File: config.mk
export PLATFORM = sky130hd
export DESIGN_NAME = hier_fanout_node_flat
export DESIGN_NICKNAME = d
export VERILOG_FILES = /design/src/rtl/hier_fanout_if.sv /design/src/rtl/hier_fanout_node.sv /design/src/flat_wrapper.sv
export SDC_FILE = /design/constraint.sdc
export NUM_CORES = 1
export LEC_CHECK = 0
export ABC_AREA = 1
export BUFFER_PORTS_ARGS = -buffer_cell sky130_fd_sc_hd__clkbuf_2
export CAP_MARGIN = 0
export CORE_ASPECT_RATIO = 1.1
export CORE_UTILIZATION = 53
export CTS_CLUSTER_SIZE = 12
export DETAILED_ROUTE_END_ITERATION = 8
export GPL_TIMING_DRIVEN = 0
export PLACE_DENSITY_LB_ADDON = 0.3
export SYNTH_ARGS = -nofsm -noshare
export SYNTH_HDL_FRONTEND = slang
export SYNTH_SLANG_ARGS = --single-unit
File: constraint.sdc
create_clock -name clk -period 2.2 [get_ports clk]
set_input_delay 0.44 -clock clk [delete_from_list [all_inputs] [get_ports clk]]
set_output_delay 0.44 -clock clk [all_outputs]
set_load 0.02 [all_outputs]
File: src/rtl/hier_fanout_if.sv
// Parent/child handshake bundle for one hier_fanout_node.
// The slave view belongs to the node; the master view belongs to whatever sits
// around it: the parent driving commands and the children answering them.
interface hier_fanout_if #(
    parameter int NUM_CHILDREN = 10,
    parameter int DATA_W       = 8
);
    logic                    up_valid;
    logic                    up_ready;
    logic [DATA_W-1:0]       up_data;
    logic                    up_done;
    logic                    up_err;
    logic [NUM_CHILDREN-1:0] fail_mask;
    logic [NUM_CHILDREN-1:0] dn_valid;
    logic [DATA_W-1:0]       dn_data;
    logic [NUM_CHILDREN-1:0] dn_ready;
    logic [NUM_CHILDREN-1:0] dn_done;

    modport master (
        output up_valid, up_data, dn_ready, dn_done,
        input  up_ready, up_done, up_err, fail_mask, dn_valid, dn_data
    );

    modport slave (
        input  up_valid, up_data, dn_ready, dn_done,
        output up_ready, up_done, up_err, fail_mask, dn_valid, dn_data
    );
endinterface

File: src/rtl/hier_fanout_node.sv
// Hierarchy fan-out node: accepts one command from its parent and distributes
// it to NUM_CHILDREN children, either to all children at once (broadcast) or
// to one child at a time in ascending index order (sequential). Per-child
// completions are gathered into a single done/error pulse back to the parent.
// A timeout aborts a stuck transaction and reports the unfinished children.
module hier_fanout_node #(
    parameter int NUM_CHILDREN = 10,
    parameter int DATA_W       = 8,
    parameter int SEQ_MODE     = 0,
    parameter int TIMEOUT_CYC  = 255,
    parameter int CNT_W        = 8
) (
    input  logic          clk,
    input  logic          rst_n,
    hier_fanout_if.slave  bus
);

    typedef enum logic [1:0] {
        S_IDLE,
        S_ISSUE,
        S_WAIT,
        S_RESP
    } state_t;

    localparam int IDX_W = (NUM_CHILDREN > 1) ? $clog2(NUM_CHILDREN) : 1;
    localparam logic [NUM_CHILDREN-1:0] ALL_ONES    = '1;
    localparam logic [IDX_W-1:0]        LAST_IDX    = IDX_W'(NUM_CHILDREN - 1);
    localparam logic [CNT_W-1:0]        TIMEOUT_VAL = CNT_W'(TIMEOUT_CYC);

    state_t                  state_q, state_d;
    logic                    up_ready_q, up_ready_d;
    logic                    up_done_q, up_done_d;
    logic                    up_err_q, up_err_d;
    logic [NUM_CHILDREN-1:0] fail_mask_q, fail_mask_d;
    logic [NUM_CHILDREN-1:0] dn_valid_q, dn_valid_d;
    logic [DATA_W-1:0]       dn_data_q, dn_data_d;
    logic [NUM_CHILDREN-1:0] pending_q, pending_d;
    logic [IDX_W-1:0]        idx_q, idx_d;
    logic [CNT_W-1:0]        cnt_q, cnt_d;

    logic [NUM_CHILDREN-1:0] vld_left;
    logic [NUM_CHILDREN-1:0] pend_left;
    logic                    timeout_hit;

    // Single-bit mask selecting child i.
    function automatic logic [NUM_CHILDREN-1:0] onehot(input logic [IDX_W-1:0] i);
        logic [NUM_CHILDREN-1:0] r;
        for (int k = 0; k < NUM_CHILDREN; k++) begin
            r[k] = (k == int'(i));
        end
        return r;
    endfunction

    // Children with an index above i: the ones a sequential run has not reached yet.
    function automatic logic [NUM_CHILDREN-1:0] above(input logic [IDX_W-1:0] i);
        logic [NUM_CHILDREN-1:0] r;
        for (int k = 0; k < NUM_CHILDREN; k++) begin
            r[k] = (k > int'(i));
        end
        return r;
    endfunction

    // A valid drops once its ready is sampled; a pending bit drops on done,
    // independently of whether that child's valid has been accepted yet.
    assign vld_left    = dn_valid_q & ~bus.dn_ready;
    assign pend_left   = pending_q & ~bus.dn_done;
    assign timeout_hit = (TIMEOUT_CYC != 0) && (cnt_q == TIMEOUT_VAL);

    // Next-state and next-output logic for the transaction sequencer.
    always_comb begin
        state_d     = state_q;
        up_done_d   = 1'b0;
        up_err_d    = 1'b0;
        fail_mask_d = fail_mask_q;
        dn_valid_d  = dn_valid_q;
        dn_data_d   = dn_data_q;
        pending_d   = pending_q;
        idx_d       = idx_q;
        cnt_d       = cnt_q;

        case (state_q)
            S_IDLE: begin
                if (bus.up_valid) begin
                    dn_data_d   = bus.up_data;
                    fail_mask_d = '0;
                    idx_d       = '0;
                    cnt_d       = '0;
                    pending_d   = (SEQ_MODE != 0) ? onehot(IDX_W'(0)) : ALL_ONES;
                    dn_valid_d  = (SEQ_MODE != 0) ? onehot(IDX_W'(0)) : ALL_ONES;
                    state_d     = S_ISSUE;
                end
            end

            S_ISSUE, S_WAIT: begin
                if (timeout_hit) begin
                    fail_mask_d = pending_q | ((SEQ_MODE != 0) ? above(idx_q) : '0);
                    dn_valid_d  = '0;
                    up_done_d   = 1'b1;
                    up_err_d    = 1'b1;
                    state_d     = S_RESP;
                end else begin
                    dn_valid_d = vld_left;
                    pending_d  = pend_left;
                    cnt_d      = cnt_q + 1'b1;
                    if (vld_left == '0 && pend_left == '0) begin
                        // Current batch fully accepted and completed.
                        if (SEQ_MODE == 0 || idx_q == LAST_IDX) begin
                            up_done_d = 1'b1;
                            state_d   = S_RESP;
                        end else begin
                            idx_d      = idx_q + 1'b1;
                            pending_d  = onehot(idx_q + 1'b1);
                            dn_valid_d = onehot(idx_q + 1'b1);
                            cnt_d      = '0;
                            state_d    = S_ISSUE;
                        end
                    end else if (vld_left == '0) begin
                        state_d = S_WAIT;
                    end else begin
                        state_d = S_ISSUE;
                    end
                end
            end

            S_RESP: begin
                state_d = S_IDLE;
            end

            default: begin
                state_d = S_IDLE;
            end
        endcase

        up_ready_d = (state_d == S_IDLE);
    end

    // State and output registers; reset aborts any transaction silently.
    always_ff @(posedge clk or negedge rst_n) begin
        if (!rst_n) begin
            state_q     <= S_IDLE;
            up_ready_q  <= 1'b1;
            up_done_q   <= 1'b0;
            up_err_q    <= 1'b0;
            fail_mask_q <= '0;
            dn_valid_q  <= '0;
            dn_data_q   <= '0;
            pending_q   <= '0;
            idx_q       <= '0;
            cnt_q       <= '0;
        end else begin
            state_q     <= state_d;
            up_ready_q  <= up_ready_d;
            up_done_q   <= up_done_d;
            up_err_q    <= up_err_d;
            fail_mask_q <= fail_mask_d;
            dn_valid_q  <= dn_valid_d;
            dn_data_q   <= dn_data_d;
            pending_q   <= pending_d;
            idx_q       <= idx_d;
            cnt_q       <= cnt_d;
        end
    end

    assign bus.up_ready  = up_ready_q;
    assign bus.up_done   = up_done_q;
    assign bus.up_err    = up_err_q;
    assign bus.fail_mask = fail_mask_q;
    assign bus.dn_valid  = dn_valid_q;
    assign bus.dn_data   = dn_data_q;

endmodule

File: src/flat_wrapper.sv
// flat-port wrapper written by rule: the top's interface ports become plain ports
module hier_fanout_node_flat 
#(
    parameter int NUM_CHILDREN = 10,
    parameter int DATA_W       = 8,
    parameter int SEQ_MODE     = 0,
    parameter int TIMEOUT_CYC  = 255,
    parameter int CNT_W        = 8
)
  (clk, rst_n, bus_up_valid, bus_up_data, bus_dn_ready, bus_dn_done, bus_up_ready, bus_up_done, bus_up_err, bus_fail_mask, bus_dn_valid, bus_dn_data);
  hier_fanout_if #(.NUM_CHILDREN(NUM_CHILDREN), .DATA_W(DATA_W)) bus_i ();
  input  logic clk;
  input  logic rst_n;
  input wire logic [$bits(bus_i.up_valid)-1:0] bus_up_valid;
  input wire logic [$bits(bus_i.up_data)-1:0] bus_up_data;
  input wire logic [$bits(bus_i.dn_ready)-1:0] bus_dn_ready;
  input wire logic [$bits(bus_i.dn_done)-1:0] bus_dn_done;
  output wire logic [$bits(bus_i.up_ready)-1:0] bus_up_ready;
  output wire logic [$bits(bus_i.up_done)-1:0] bus_up_done;
  output wire logic [$bits(bus_i.up_err)-1:0] bus_up_err;
  output wire logic [$bits(bus_i.fail_mask)-1:0] bus_fail_mask;
  output wire logic [$bits(bus_i.dn_valid)-1:0] bus_dn_valid;
  output wire logic [$bits(bus_i.dn_data)-1:0] bus_dn_data;
  assign bus_i.up_valid = bus_up_valid;
  assign bus_i.up_data = bus_up_data;
  assign bus_i.dn_ready = bus_dn_ready;
  assign bus_i.dn_done = bus_dn_done;
  assign bus_up_ready = bus_i.up_ready;
  assign bus_up_done = bus_i.up_done;
  assign bus_up_err = bus_i.up_err;
  assign bus_fail_mask = bus_i.fail_mask;
  assign bus_dn_valid = bus_i.dn_valid;
  assign bus_dn_data = bus_i.dn_data;
  hier_fanout_node #(.NUM_CHILDREN(NUM_CHILDREN), .DATA_W(DATA_W), .SEQ_MODE(SEQ_MODE), .TIMEOUT_CYC(TIMEOUT_CYC), .CNT_W(CNT_W)) u_core (.clk(clk), .rst_n(rst_n), .bus(bus_i));
endmodule
==> key figures, run 1 <==
Die
  – Die Ht: 73.5 µm
  – Core area: 4380 µm²
  – Initial core utilization: 0.563
  – Die X: 67.0 µm
  – Io pins: 62
  – # rows: 25
  – Die ar.: 4930 µm²

Drt
  – DR vias/cell: 4.85
  – Routed Antenna Nets: 0
  – WL final: 4670 µm
  – Number of DRC violations after detailed-routing iteration 0: 90
  – Avg WL per Cell: 11.6 µm
  – DRT Pass-1 Iters: 5
  – Routed vias: 1958
  – DR DRC count: 0

Worst setup path
  – CP Launch Type: flip-flop
  – Worst Path Required: 2.37 ns
  – Crit path arrival time: 2.13 ns
  – Kind of critical path: reg2reg
  – CP Max Fanout: 10
  – CP endpoint kind: flip-flop

Timing
  – Final setup violating endpoints: 0
  – Relative slew slack: 0.615
  – Max Fclk: 0.510 GHz
  – RSZ-0062 raised after global routing: false
  – Worst Clk Skew: 0.0132 ns
  – TNS Setup: 0 ns
  – Min Tclk post-route: 1.96 ns
  – Fin. max-slew vios: 0
  – Final Hold Fails: 0
  – Period utilization: 0.892
  – Slew @ Worst Pin: 0.578 ns

Layout
  – Layout cell share with drive strength beyond 1: 0.314
  – Final non-filler cell total: 404
  – Synth-to-Final Area Change: 19.4%
  – Final Core Density: 0.672
  – Final nets: 382
  – Post-route cell area: 2940 µm²
  – Ant diodes: 0

Synthesis
  – YS warnings: 0
  – Syn_nets: 313
  – Sequential share of the synthesized area: 0.518
  – Synthesized area: 2460 µm²
  – Mapped Cells: 280
  – Cell taking the most area after synthesis: dfrtp_1
  – Top cells by area, synth: dfrtp_1 51%, nand2_1 11%, inv_1 6.4%, nand3_1 6.3%, mux2_2 3.7%
  – Avg Synthesized Cell Area: 8.80 µm²
  – Number of synthesized register bits: 51
  – Post-synth cell types: 27
  – Top-area cell type share of the netlist area: 0.508

Placed design
  – Area after DPL: 2840 µm²
  – Port bufs: 61
  – Routability Congestion: 0.834
  – DPL Wire Length: 3450 µm
  – Inst Count DP: 395

Clock network
  – Inserted Clock Buffers: 5
  – Clk slew on worst S/H paths: 0.10 ns
  – CTS tree: done
  – Hold buffer count at cts: 0
  – CTS max path bufs: 2
  – Clock sinks: 51
  – Clock network latency to the later pin of the worst-skew pair: 0.31 ns
  – Post-CTS Setup Bufs: 0
  – Clk Tree Root Cell: clkbuf_8
  – Post_cts resized: 0
  – # H-tree levels: 2

Run
  – Max_cap viols: 0

Global route
  – Congestion Overflow GR: 0
  – Largest net degree at the start of global routing: 52
  – Initial antenna violation count: 0
  – Vias in the first global route: 1814
  – First-pass GRT wire length: 7800 µm
  – GRT Total Usage: 0.209

Power
  – VDD IR max: 736 µV
  – PwrDens: 1340 nW/µm²
  – LEAKAGE: 1.66 nW

Worst hold path
  – Worst Hold Class: in2async

Run status
  – Outcome: completed
[area by class of cell]
cell class | instances | area [µm²]
Fill cell | 377 | 1440
Sequential cell | 51 | 1280
Multi-Input combinational cell | 177 | 943
Timing Repair Buffer | 62 | 325
Inverter | 44 | 165
Buffer | 8 | 78.8
Clock buffer | 6 | 72.6
Tap cell | 54 | 67.6
Clock inverter | 2 | 13.8
[worst paths after layout]
path                                         startpoint                       to  slack, ns  cells after the start
worst min-delay path                              rst_n  u_core.bus.fail_mask[6]       0.11                      1
worst max register to register        u_core.state_q[0]   u_core.bus.dn_valid[1]       0.24                      7
min in group clk                         bus_up_data[4]    u_core.bus.dn_data[4]       0.36                      2
worst max-delay path                  u_core.state_q[0]   u_core.bus.dn_valid[1]       0.24                      7
max in group asynchronous                         rst_n       u_core.bus.up_done       1.53                      2
worst min register to register  u_core.bus.fail_mask[6]  u_core.bus.fail_mask[6]       0.48                      2
[worst max-delay path, cell delays in order, from the launching register on]
cell and delay [ns]:
dfrtp_1 0.35, inv_1 0.04, ha_1 0.26, buf_4 0.17
inv_2 0.09, o21ai_2 0.34, clkbuf_1 0.44, o22ai_1 0.14
[power breakdown]
group	internal, mW	switching (mW)
sequential	1.27	0.247
combinational	0.730	1.15
clock	0.225	0.310
[layout by cell type, fill, tap and decap left out, types with 2 or more instances in the layout]
cell	count
inv_1	42
buf_12	3
o21ai_2	6
mux2_2	8
a21oi_1	10
inv_2	2
nor2_1	12
nand4_1	2
o21ai_0	6
clkbuf_1	3
buf_4	2
o22ai_1	10
ha_1	2
nand3_1	31
nand2_1	69
nand2_2	13
buf_2	2
clkbuf_2	60
dfrtp_1	50
clkbuf_8	5
o21ai_1	2
[sequential cells by signal, summed over array words and instances (netlist names)]
signal	count
u_core.bus.dn_valid	10
u_core.bus.fail_mask	10
u_core.state_q	2
u_core.bus.up_ready	1
u_core.bus.up_done	1
u_core.bus.up_err	1
u_core.cnt_q	8
u_core.bus.dn_data	8
u_core.pending_q	10
[per-layer routing]
layer | wire, µm | track usage | up-vias
met5 | 0 | 0 | -
met4 | 57 | 0.0567 | 0
met3 | 169 | 0.0466 | 5
met2 | 2270 | 0.344 | 40
met1 | 2170 | 0.276 | 890
li1 | - | - | 1023
[kinds of logic (layout without fill, tap and decap cells)]
logic type / after synthesis / after routing / synth area share
buffers and inverters: 52 / 122 / 0.0990
DFF: 51 / 51 / 0.518
AOI/OAI and AO/OA: 34 / 34 / 0.0833
and+or+nand+nor: 133 / 133 / 0.253
adders and majority gates: 2 / 2 / 0.0102
muxes: 8 / 8 / 0.0365
[metrics by stage]
step	hold WS [ns]	power (mW)	worst slack, ns
2_1_floorplan	0.144	2.92	0.527
5_1_grt	0.150	4.23	0.118
4_1_cts	0.355	3.97	0.253
6_report	0.113	3.93	0.238
3_3_place_gp	0.453	3.36	0.280
3_5_place_dp	0.457	3.43	0.270
[Yosys cell counts (all sizes together)]
master  instances
nand2          84
dfrtp          50
inv            44
nand3          31
o21ai          14
nor2           13
a21oi          10
o22ai          10
mux2            8
buf             6
clkbuf          2
ha              2
nand4           2
nor3            2
dfstp           1
or2             1
Note: power is estimated with default switching activity, not from simulation.
==> run 2: changes to the inputs <==
Settings changed: CORE_UTILIZATION 53 to 35, PLACE_DENSITY from default to 0.67, PLACE_DENSITY_LB_ADDON 0.3 to default.
==> key figures, run 2 (synthesis results as in run 1) <==
Global route
  – First-pass GRT wire length: 8270 µm
  – Largest net degree at the start of global routing: 52
  – GRT Total Usage: 0.144
  – Initial antenna violation count: 0
  – Congestion Overflow GR: 0
  – Vias in the first global route: 1863

Worst setup path
  – CP Max Fanout: 10
  – Crit path cell chain: inv_1 > ha_1 > buf_4 > inv_2 > o21ai_2 > clkbuf_1 > o22ai_1
  – Kind of critical path: reg2reg
  – CP bufs+invs: 4
  – CP endpoint kind: flip-flop
  – Crit path largest cell delay: 0.43 ns
  – CP Launch Type: flip-flop
  – Crit path arrival time: 2.14 ns
  – CP delay by family, top: buffers and inverters
  – Worst Path Required: 2.37 ns
  – Slowest CP cell: clkbuf_1

Clock network
  – Clk Tree Root Cell: clkbuf_8
  – CTS max path bufs: 2
  – # H-tree levels: 2
  – CTS tree: done
  – Clock sinks: 51
  – Post-CTS Setup Bufs: 0
  – Clk slew on worst S/H paths: 0.09 ns
  – Hold buffer count at cts: 0
  – Post_cts resized: 0
  – Clock network latency to the later pin of the worst-skew pair: 0.30 ns
  – Inserted Clock Buffers: 5

Timing
  – Relative slew slack: 0.689
  – Max Fclk: 0.506 GHz
  – Final setup violating endpoints: 0
  – TNS Setup: 0 ns
  – Final Hold Fails: 0
  – RSZ-0062 raised after global routing: false
  – Slew @ Worst Pin: 0.467 ns
  – Fin. max-slew vios: 0
  – Worst Clk Skew: 0.00954 ns
  – Hold slack final: 0.0171 ns
  – Period utilization: 0.899
  – Min Tclk post-route: 1.98 ns
  – Setup ws final: 0.222 ns

Die
  – Initial core utilization: 0.367
  – Die X: 82.0 µm
  – Die Ht: 90.0 µm
  – Io pins: 62
  – # rows: 31
  – Die ar.: 7380 µm²
  – Core area: 6710 µm²

Layout
  – Final Core Density: 0.444
  – Layout cell share with drive strength beyond 1: 0.314
  – Final nets: 382
  – Commonest non-fill, non-tap cell in the layout: nand2_1
  – Synth-to-Final Area Change: 20.9%
  – Ant diodes: 0
  – Most frequent cells in the layout: 69 x nand2_1, 60 x clkbuf_2, 50 x dfrtp_1, 42 x inv_1, 31 x nand3_1

Drt
  – WL final: 4830 µm
  – DR vias/cell: 4.52
  – Routed vias: 1952
  – Avg WL per Cell: 11.2 µm
  – Number of DRC violations after detailed-routing iteration 0: 94
  – Routed Antenna Nets: 0
  – DR DRC count: 0
  – DRT Pass-1 Iters: 4

Placed design
  – Routability Congestion: 0.751
  – DPL Wire Length: 3530 µm
  – Port bufs: 61
  – Post-Place Setup Slack: 0.230 ns

Worst hold path
  – Worst Hold Class: in2async

Power
  – Total power: 3.94 mW
  – PwrDens: 1320 nW/µm²
  – LEAKAGE: 1.66 nW
  – VDD IR max: 523 µV

Run
  – Max_cap viols: 0

Run status
  – Outcome: completed
[run 2: per-layer routing]
layer  vias up  track usage  part of all wire
li1       1025            -                 -
met1       873        0.190              0.47
met2        47        0.228              0.46
met3         7       0.0396             0.052
met4         0       0.0424             0.013
met5         -            0                 0
[run 2: cell type report]
cell class,instances,area (µm²)
fillers,674,3730
flip-flops and latches,51,1280
multi-input cells,177,943
repair buffers,62,325
inverters,44,165
well taps,82,103
plain buffers,8,78.8
clock buffers,6,72.6
clock inverters,2,13.8
[run 2: final timing paths]
| path | start | end | slack (ns) | cells past startpoint |
|---|---|---|---|---|
| hold reg to reg | u_core.bus.fail_mask[1] | u_core.bus.fail_mask[1] | 0.48 | 2 |
| max in group asynchronous | rst_n | u_core.bus.up_ready | 1.61 | 2 |
| hold / removal | rst_n | u_core.pending_q[7] | 0.02 | 1 |
| min in group clk | bus_up_data[1] | u_core.bus.dn_data[1] | 0.36 | 2 |
| setup reg to reg | u_core.state_q[0] | u_core.bus.dn_valid[1] | 0.22 | 7 |
| setup / recovery | u_core.state_q[0] | u_core.bus.dn_valid[1] | 0.22 | 7 |
[run 2: worst register-to-register path: stages (launching register included)]
cell      delay, ns
dfrtp_1        0.35
inv_1          0.04
ha_1           0.26
buf_4          0.17
inv_2          0.09
o21ai_2        0.35
clkbuf_1       0.43
o22ai_1        0.15
[run 2: report_power, final]
part / leakage (nW) / switching, mW / total, mW / internal, mW
clock: 0.0452 / 0.306 / 0.531 / 0.225
sequential: 0.640 / 0.244 / 1.51 / 1.27
combinational: 0.970 / 1.16 / 1.89 / 0.730
total: 1.66 / 1.71 / 3.94 / 2.22
[run 2: stage by stage]
stage | std cells | area [µm²]
6_report | 432 | 2980
3_5_place_dp | 423 | 2870
5_1_grt | 432 | 2980
3_3_place_gp | 423 | 2870
2_1_floorplan | 280 | 2460
4_1_cts | 431 | 2960
==> run 3: changes to the inputs <==
Settings changed: BUFFER_PORTS_ARGS -buffer_cell sky130_fd_sc_hd__clkbuf_2 to default, DONT_BUFFER_PORTS from default to 1, PLACE_DENSITY 0.67 to 0.6.
==> key figures, run 3 (synthesis results as in run 1) <==
Drt
  – DRT Pass-1 Iters: 4
  – Number of DRC violations after detailed-routing iteration 0: 155
  – Avg WL per Cell: 12.9 µm
  – Routed Antenna Nets: 0
  – WL final: 4800 µm
  – DR vias/cell: 4.75
  – DR DRC count: 0
  – Routed vias: 1767

Worst hold path
  – Worst Hold Class: in2reg

Timing
  – Fin. max-slew vios: 0
  – Final Hold Fails: 0
  – RSZ-0062 raised after global routing: false
  – TNS Setup: 0 ns
  – Relative slew slack: 0.645
  – Worst Clk Skew: 0.0115 ns
  – Min Tclk post-route: 2.01 ns
  – Final setup violating endpoints: 0
  – Slew @ Worst Pin: 0.532 ns
  – Max Fclk: 0.497 GHz
  – Period utilization: 0.915

Layout
  – Layout cell share with drive strength beyond 1: 0.172
  – Post-route cell area: 2720 µm²
  – Final nets: 322
  – Commonest non-fill, non-tap cell in the layout: nand2_1
  – FILL cells: 691
  – Synth-to-Final Area Change: 10.3%
  – Most frequent cells in the layout: 69 x nand2_1, 50 x dfrtp_1, 42 x inv_1, 31 x nand3_1, 13 x nand2_2
  – Ant diodes: 0

Placed design
  – Port bufs: 0
  – Routability Congestion: 0.809
  – DPL Wire Length: 3400 µm
  – Area after DPL: 2570 µm²

Die
  – Core area: 6710 µm²
  – Io pins: 62
  – # rows: 31
  – Die X: 82.0 µm
  – Die Ht: 90.0 µm
  – Initial core utilization: 0.367
  – Die ar.: 7380 µm²

Run
  – Max_cap viols: 0

Clock network
  – Inserted Clock Buffers: 5
  – Clock network latency to the later pin of the worst-skew pair: 0.31 ns
  – Clk slew on worst S/H paths: 0.09 ns
  – Post_cts resized: 0
  – CTS max path bufs: 2
  – Post-CTS Setup Bufs: 0
  – Clock sinks: 51
  – CTS tree: done
  – # H-tree levels: 2
  – Clk Tree Root Cell: clkbuf_8

Worst setup path
  – Crit path arrival time: 2.18 ns
  – Worst Path Required: 2.37 ns
  – Kind of critical path: reg2reg
  – CP Launch Type: flip-flop
  – CP Max Fanout: 10
  – CP endpoint kind: flip-flop

Power
  – VDD IR max: 573 µV
  – LEAKAGE: 1.42 nW
  – PwrDens: 1440 nW/µm²
  – Total power: 3.90 mW

Global route
  – Initial antenna violation count: 0
  – Largest net degree at the start of global routing: 52
  – Congestion Overflow GR: 0
  – First-pass GRT wire length: 8070 µm
  – GRT Total Usage: 0.142
  – Vias in the first global route: 1729

Run status
  – Outcome: completed
## run 3: cell types whose count changed in the layout (fill, tap and decap cells not counted)
cell and delta:
dlygate4sd3_1 +1, buf_12 -1, clkbuf_2 -60, buf_16 +1, bufinv_16 +1, clkbuf_1 -1, buf_2 -1
## run 3: timing repair
item,4_1_cts,5_1_grt
hold buffers,2,0
endpoints found under the setup margin,0,0
endpoints found under the hold margin,51,0
## run 3: final cells by class
| class | instances | area [µm²] | area share |
|---|---|---|---|
| Timing Repair Buffer | 2 | 37.5 | 0.0138 |
| Clock buffer | 5 | 68.8 | 0.0253 |
| Inverter | 44 | 165 | 0.0608 |
| Buffer | 8 | 78.8 | 0.0290 |
| Sequential cell | 51 | 1280 | 0.470 |
| Tap cell | 82 | 103 | 0.0378 |
| Multi-Input combinational cell | 177 | 943 | 0.347 |
| Clock inverter | 3 | 43.8 | 0.0161 |
## run 3: worst max-delay path: stages, from the launching register on
cell      delay (ns)
dfrtp_1         0.35
inv_1           0.04
ha_1            0.27
buf_4           0.18
inv_2           0.09
o21ai_2         0.33
clkbuf_1        0.47
o22ai_1         0.15
## run 3: layer usage
metal  part of all wire  vias to the layer above  routed length [µm]  global-route usage
li1                   -                      906                   -                   -
met4              0.014                        0                  68              0.0424
met5                  0                        -                   0                   0
met3              0.067                        7                 321              0.0477
met1               0.47                      811                2270               0.185
met2               0.45                       43                2140               0.220
## run 3: stage by stage
stage / setup slack (ns) / util / cells / hold WS [ns]
finish: 0.187 / 0.405 / 372 / 0.279
detailed placement: 0.215 / 0.383 / 362 / 0.147
CTS: 0.198 / 0.405 / 372 / 0.271
floorplan: 0.527 / - / 280 / 0.144
global placement: 0.248 / 0.383 / 362 / 0.147
global route: 0.0472 / 0.405 / 372 / 0.264
## run 3: report_power, final
part | switching (mW) | internal [mW]
clock | 0.316 | 0.339
sequential | 0.500 | 1.27
combinational | 0.879 | 0.600
total | 1.69 | 2.21
## run 3: worst paths after layout
kind | from | to | slack, ns | depth (start not counted)
min in group asynchronous | rst_n | u_core.bus.fail_mask[8] | 0.66 | 2
max in group asynchronous | rst_n | u_core.bus.up_ready | 1.26 | 2
setup / recovery | u_core.state_q[0] | u_core.bus.dn_valid[8] | 0.19 | 7
hold / removal | bus_up_data[7] | u_core.bus.dn_data[7] | 0.28 | 1
setup reg to reg | u_core.state_q[0] | u_core.bus.dn_valid[8] | 0.19 | 7
hold reg to reg | u_core.cnt_q[5] | u_core.cnt_q[5] | 0.50 | 2
